[src/rtl/seq_divider_32by16.sv]
// ---------------------------------------------------------------------------
// seq_divider_32by16 : unsigned restoring divider, one quotient bit per clock
// Revision 1.0 : initial release
// ---------------------------------------------------------------------------
`default_nettype none

module seq_divider_32by16 #(
  parameter int DW = 32,
  parameter int VW = 16,
  parameter int CW = 6
) (
  input  logic          clk,
  input  logic          rst_n,
  input  logic          start,
  input  logic [DW-1:0] dividend,
  input  logic [VW-1:0] divisor,
  output logic          busy,
  output logic          done,
  output logic [DW-1:0] quotient,
  output logic [VW-1:0] remainder,
  output logic          dbz
);

  typedef enum logic [1:0] {
    S_IDLE = 2'd0,
    S_RUN  = 2'd1,
    S_ZDIV = 2'd2
  } state_t;

  state_t        r_state;
  state_t        w_state_nxt;
  logic          w_accept;
  logic          w_last;

  logic [DW-1:0] r_dvd;
  logic [VW-1:0] r_div;
  logic [VW-1:0] r_rem;
  logic [CW-1:0] r_cnt;
  logic [DW-1:0] r_quot;
  logic [VW-1:0] r_remo;
  logic          r_busy;
  logic          r_done;
  logic          r_dbz;

  logic [VW:0]   w_trial;
  logic          w_ge;
  logic [VW-1:0] w_rem_nxt;
  logic [DW-1:0] w_dvd_nxt;

  // r_dvd shifts left: dividend bits leave at the top, quotient bits enter at the bottom
  assign w_trial   = {r_rem, r_dvd[DW-1]};
  assign w_ge      = (w_trial >= {1'b0, r_div});
  assign w_rem_nxt = w_ge ? VW'(w_trial - {1'b0, r_div}) : w_trial[VW-1:0];
  assign w_dvd_nxt = {r_dvd[DW-2:0], w_ge};

  always_ff @(posedge clk or negedge rst_n) begin
    if (!rst_n) begin
      r_state <= S_IDLE;
    end else begin
      r_state <= w_state_nxt;
    end
  end

  always_comb begin
    w_state_nxt = r_state;
    w_accept    = 1'b0;
    w_last      = 1'b0;
    case (r_state)
      S_IDLE: begin
        if (start) begin
          w_accept    = 1'b1;
          w_state_nxt = (divisor == '0) ? S_ZDIV : S_RUN;
        end
      end
      S_RUN: begin
        if (r_cnt == CW'(DW - 1)) begin
          w_last      = 1'b1;
          w_state_nxt = S_IDLE;
        end
      end
      S_ZDIV:  w_state_nxt = S_IDLE;
      default: w_state_nxt = S_IDLE;
    endcase
  end

  always_ff @(posedge clk or negedge rst_n) begin
    if (!rst_n) begin
      r_dvd  <= '0;
      r_div  <= '0;
      r_rem  <= '0;
      r_cnt  <= '0;
      r_quot <= '0;
      r_remo <= '0;
      r_busy <= 1'b0;
      r_done <= 1'b0;
      r_dbz  <= 1'b0;
    end else begin
      r_done <= 1'b0;
      if (w_accept) begin
        r_dvd  <= dividend;
        r_div  <= divisor;
        r_rem  <= '0;
        r_cnt  <= '0;
        r_busy <= 1'b1;
        if (divisor != '0) begin
          r_dbz <= 1'b0;
        end
      end else if (r_state == S_RUN) begin
        r_dvd <= w_dvd_nxt;
        r_rem <= w_rem_nxt;
        r_cnt <= r_cnt + CW'(1);
        if (w_last) begin
          r_quot <= w_dvd_nxt;
          r_remo <= w_rem_nxt;
          r_done <= 1'b1;
          r_busy <= 1'b0;
        end
      end else if (r_state == S_ZDIV) begin
        // Divide by zero saturates the quotient and passes the low dividend bits through
        r_quot <= '1;
        r_remo <= r_dvd[VW-1:0];
        r_dbz  <= 1'b1;
        r_done <= 1'b1;
        r_busy <= 1'b0;
      end
    end
  end

  assign busy      = r_busy;
  assign done      = r_done;
  assign quotient  = r_quot;
  assign remainder = r_remo;
  assign dbz       = r_dbz;

endmodule

`default_nettype wire

[config.mk]
export PLATFORM = sky130hd
export DESIGN_NAME = seq_divider_32by16
export DESIGN_NICKNAME = d
export VERILOG_FILES = /design/src/rtl/seq_divider_32by16.sv
export SDC_FILE = /design/constraint.sdc
export NUM_CORES = 1
export LEC_CHECK = 0
export CAP_MARGIN = 20
export CELL_PAD_IN_SITES_DETAIL_PLACEMENT = 1
export CELL_PAD_IN_SITES_GLOBAL_PLACEMENT = 1
export CORE_UTILIZATION = 41
export DETAILED_ROUTE_END_ITERATION = 10
export PLACE_DENSITY = 0.92
export REMOVE_ABC_BUFFERS = 1
export SETUP_SLACK_MARGIN = 0.02
export SYNTH_ARGS = -nofsm -noshare
export SYNTH_HDL_FRONTEND = slang
export SYNTH_SLANG_ARGS = --single-unit
[constraint.sdc]
create_clock -name clk -period 3 [get_ports clk]
set_clock_uncertainty 0.1 [all_clocks]
set_input_delay 0.45 -clock clk [delete_from_list [all_inputs] [get_ports clk]]
set_output_delay 0.45 -clock clk [all_outputs]
set_load 0.1 [all_outputs]
## Word level (Yosys, flattened, before mapping)

Index checks and enable logic that the tools add are counted.

- Bits in registers: 123

- Multiplexer cells: 33
- Reduce and logical (&&, ||, !) cells: 11
- Bitwise gates (word level): 1
- $add $sub $neg: 2
- Order comparisons: 1
- Equal/unequal tests: 9

Operators by type and width:

| operator | count |
|---|---|
| 32-bit 2-to-1 mux | 5 |
| 16-bit 2-to-1 mux | 6 |
| 17-bit by 16-bit >= comparator with 1-bit output | 1 |
| 16-bit zero test | 1 |
| 1-bit 2-to-1 mux | 16 |
| 16-bit nonzero test | 1 |
| 16-bit subtractor | 1 |
| 6-bit 2-to-1 mux | 2 |
| 2-bit != test (second input constant) | 4 |
| 6-bit by 1-bit adder with 6-bit output (second input constant) | 1 |
| 6-bit by 5-bit == test with 1-bit output (second input constant) | 1 |
| 2-bit 2-to-1 mux | 3 |
| 3-bit AND reduction | 2 |
| 2-bit nonzero test | 3 |
| 2-bit case mux with 2 select lines | 1 |
| 2-bit AND reduction | 2 |
| 3-bit != test (second input constant) | 1 |
| 3-bit nonzero test | 1 |
| 2-bit by 1-bit == test with 1-bit output (second input constant) | 1 |
| 2-bit == test (second input constant) | 1 |
| 2-bit zero test | 1 |
| 2-bit by 1-bit != test with 1-bit output (second input constant) | 1 |
| 1-bit inverter | 1 |

## Longest topological paths before layout

- Word-level depth: 6
- Gate-level depth with buffers: 12
- Mapped depth without buffers: 12

## Worst setup path before layout

OpenSTA, ideal clock, no wires.

- Path type: register to register
- Start: register r_dvd[31]
- End: register r_remo[14] (netlist: remainder[14])
- Required time: 2774 ps
- Arrival: 2516 ps
- Path slack: 257 ps
- Stages on the path, launching flop included: 12
- Path through: dfrtp_1 > inv_1 > ha_1 > inv_1 > fa_1 > a211oi_1 > o211ai_1 > a211oi_1 > nor2b_1 > xor2_1 > mux2_4 > a221o_1

- Word-level cells in the longest chain between the ends: 4
- Elaborated cells between the ends (all ways): 5

RTL lines:

| item | line | RTL |
|---|---|---|
| start: declaration | 35 | `logic [DW-1:0] r_dvd;` |
| start signal: assignment | 100 | `r_dvd <= dividend;` |
| start signal: assignment | 109 | `r_dvd <= w_dvd_nxt;` |
| 16-bit subtractor / 17-bit by 16-bit >= comparator with 1-bit output (equally long branches) | 53, 52 |  |
| 16-bit 2-to-1 mux (*) | 53 | `assign w_rem_nxt = w_ge ? VW'(w_trial - {1'b0, r_div}) : w_trial[VW-1:0];` |
| 16-bit 2-to-1 mux (*) | 112 | `if (w_last) begin` |
| 16-bit 2-to-1 mux (*) | 108 | `end else if (r_state == S_RUN) begin` |
| end signal: assignment | 114 | `r_remo <= w_rem_nxt;` |
| end signal: assignment | 121 | `r_remo <= r_dvd[VW-1:0];` |
| end: declaration | 40 | `logic [VW-1:0] r_remo;` |

Mark *: on every way between the ends. The rest lies on a longest branch, timed or not. The select of a mux whose other input is x is not followed.
A chain may end at the register's enable or synchronous reset.

## Final worst setup path

- Start: register r_rem[6]
- End: register r_remo[4] (netlist: remainder[4])

- Word-level cells in the longest chain between the ends: 4

RTL lines:

| item | line | RTL |
|---|---|---|
| start: declaration | 37 | `logic [VW-1:0] r_rem;` |
| start signal: assignment | 110 | `r_rem <= w_rem_nxt;` |
| 17-bit by 16-bit >= comparator with 1-bit output | 52 | `assign w_ge = (w_trial >= {1'b0, r_div});` |
| 16-bit 2-to-1 mux | 53 |  |
| 16-bit 2-to-1 mux | 112 |  |
| 16-bit 2-to-1 mux | 108 |  |

No other way between the ends. The select of a mux whose other input is x is not followed.

==> summary.md <==
| Metric | Value |
|---|---|
| Status | completed |
| Via count | between 5k and 6k |
| Average wire per standard cell | ~19 um |
| Startpoint Class | flip-flop |
| Synth Register Bits | 123 |
| Vias in the first global route | 5759 |
| Fin crit share | 0.962 |
| Final setup violating endpoints | 0 |
| Routed WL | 18100 um |
| Antenna violations before repair | 0 |
| Share of layout cells above drive strength 1 | 0.145 |
| Post-Synth XOR/XNOR Area | 0.0228 |
| Combinational family with the most area after synthesis | compound AO/OA/AOI/OAI gates |
| Compound-Gate Fraction of Synth Area | 0.183 |
| Slew headroom | 0.464 |
| Final hold vios | 0 |
| Worst-Margin Slew | 802 ps |
| GRT Total Usage | 0.244 |
| Crit-path max cell delay | slightly below 600 ps |
| Cells after synthesis | around 680 |
| Worst hold path type | flip-flop to flip-flop |
| 1st-pass router iterations | 4 |
| Die width | 124 um |
| Overflow after GRT | 0 |
| CTS tree | yes |
| Worst EP arrival | 3130 ps |
| Critical Path Fanout Max | 16 |
| Reg-to-reg critical path endpoint | remainder[4] |
| Die Y | 124 um |
| Die Area | 0.0155 sq mm |
| RSZ-0062 raised after global routing | no |
| Drt drc | 0 |
| Number of synthesized flops with an enable pin | 0 |
| Clock root buffer master | clkbuf_16 |
| Worst hold endpoint | r_div[0] |
| P&R area growth vs syn | 28.5% |
| H-tree depth | 4 |
| FP Rows | between 40 and 50 |
| Final ANT Viol Nets | 0 |
| Number of CTS-inserted buffers | 17 |
| Routability cong. | 0.828 |
| Critical path buffers and inverters | 1 |
| Prevailing post-synth register cell | dfrtp_1 |
| Post-synthesis sequential area ratio | 0.502 |
| R2R cell count | 9 |
| Worst skew pair latency | 430 ps |
| Fmax | 346 MHz |
| RR Startpoint | r_rem[6] |
| DR iter-0 viols | 344 |
| Crit-path slowest cell | or4_1 |
| PortBufs | a little over 100 |
| Placed instance count | between 900 and 1k |
| Distinct cell type count after synthesis | 42 |
| Post-Synth Adder-Cell Area | 0.0440 |
| Vias per std cell | 5.53 |
| Pins Over Slew Limit | 0 |
| Critical path class | flip-flop to flip-flop |
| Mux cell area share after synthesis | 0.0628 |
| Initial Util | 0.421 |
| Sink Count | ~120 |
| Worst path cell trace | ha_1 > nand4_1 > or4_1 > a21oi_2 > nor4_2 > o21a_2 > buf_12 > o311a_1 > o21ai_0 |
| Antenna diodes | 0 |
| Hold depth | 2 |
| Most frequent cells in the layout | dfrtp_1, o21ai_0, nand2_1 |
| Synth warnings | 0 |
| Net count reported at finish | about 840 |
| Pin count of the biggest net entering global routing | 123 |
| Core Footprint | around 0.015 sq mm |
| Fill cell count | about 1.7k |
| Dpl hpwl | around 12000 um |
| Worst hold start | r_div[0] |
| Top cell family by delay on the critical path | compound AO/OA/AOI/OAI gates |
| Minimum clock period | about 2900 ps |
| Critical Path RT | 3250 ps |
| Post-Synth Simple-Gate Area | 0.124 |
| Avg Inst Size Synth | around 9.1 sq um |
| Worst-path clk slew | 60 ps |
| Synthesized cell area | 0.00614 sq mm |
| First-pass GRT wire length | roughly 30000 um |
| Max-cap violations | 0 |
| Finished Layout Cells | slightly below 1k |
| Flop2flop setup slack | 110 ps |
| Commonest non-fill, non-tap cell in the layout | dfrtp_1 |
| # IOs | 102 |
| Async set or reset register ratio after synthesis | 1.00 |
| Critical Path Sink Type | flip-flop |
| Worst-case clock buffer depth | 2 |
[logic make-up (layout without fill, tap and decap cells)]
kind of cell             count (synthesis)  in the layout
AO/OA/AOI/OAI                          200            200
XOR/XNOR                                16             16
adder cells (fa/ha/maj)                 21             21
buffers and inverters                   99            208
flip-flops                             123            123
multiplexers                            38             38
AND/OR/NAND/NOR                        178            178
[worst reg2reg max path: cells and delay by family (launching register included)]
family / cells / cell delay, ps
buf+inv: 1 / 170
simple gates: 3 / 820
flops: 1 / 410
compound gates: 4 / 910
fa+ha+maj: 1 / 390
[synth_stat cells, types with 3 or more instances]
master	instances	area share
nor3_1	11	0.0090
nor2_1	60	0.037
ha_1	20	0.041
nor2b_1	3	0.0031
a211oi_1	3	0.0037
clkbuf_1	34	0.021
nand3_1	4	0.0033
nand4_1	6	0.0061
o21ai_0	93	0.076
buf_1	3	0.0018
xor2_1	11	0.016
a21o_1	3	0.0037
mux2i_1	37	0.060
a21oi_1	47	0.038
o21a_1	3	0.0037
nor4_1	5	0.0051
nand2_1	75	0.046
xnor2_1	5	0.0071
o21bai_1	4	0.0049
dfrtp_1	123	0.50
inv_1	59	0.036
and2_1	3	0.0031
or3_1	4	0.0041
a31oi_1	36	0.037
[stage by stage]
step,TNS (ps),setup slack [ps],cell area [sq um],hold slack [ps],utilization
6_report,0,113,7890,387,0.541
4_1_cts,0,33.1,7850,390,0.538
2_1_floorplan,-153610,-2480,5980,54.4,-
3_5_place_dp,0,33.5,7270,345,0.498
3_3_place_gp,0,135,7270,336,0.498
5_1_grt,0,28.4,7890,414,0.541
[registers in the layout, indices dropped and copies added (netlist names), 2 cells and up]
name	count
quotient	32
r_dvd	32
r_div	16
r_rem	16
remainder	16
r_cnt	6
r_state	2
[repair_timing]
item / 4_1_cts / 5_1_grt
buffers inserted: 0 / 1
hold endpoints to repair: 33 / 0
gates resized for setup: 0 / 11
endpoints found under the setup margin: 0 / 29
hold buffers: 1 / 0
[metal layers]
metal  wire (um)  global-route usage  part of all wire
met4         333              0.0886             0.018
met3         781              0.0619             0.043
met5           0                   0                 0
met2        9010               0.409              0.50
met1        7940               0.305              0.44
[area by class of cell]
cell class              instances  area [sq um]  share of cell area
multi-input cells             453          2730               0.345
flip-flops and latches        123          3080               0.390
inverters                      59           221              0.0281
clock buffers                  17           425              0.0539
clock inverters                15           143              0.0181
repair buffers                117          1070               0.135
well taps                     184           230              0.0292
[how the worst max path moves through the flow]
| stage | to | cells past startpoint | slack (ps) | startpoint |
|---|---|---|---|---|
| 3_3_place_gp | remainder[14] | 11 | 140 | r_dvd[31] |
| 6_report | remainder[4] | 9 | 110 | r_rem[6] |
| 5_1_grt | r_rem[12] | 9 | 30 | r_rem[9] |
| 4_1_cts | r_rem[8] | 13 | 30 | r_dvd[31] |
| 2_1_floorplan | remainder[15] | 6 | -2480 | r_state[1] |
| 3_5_place_dp | remainder[14] | 8 | 30 | r_rem[9] |
Power is not shown: default switching activity piles up to over one toggle a cycle in this logic, so the estimate is an artifact.
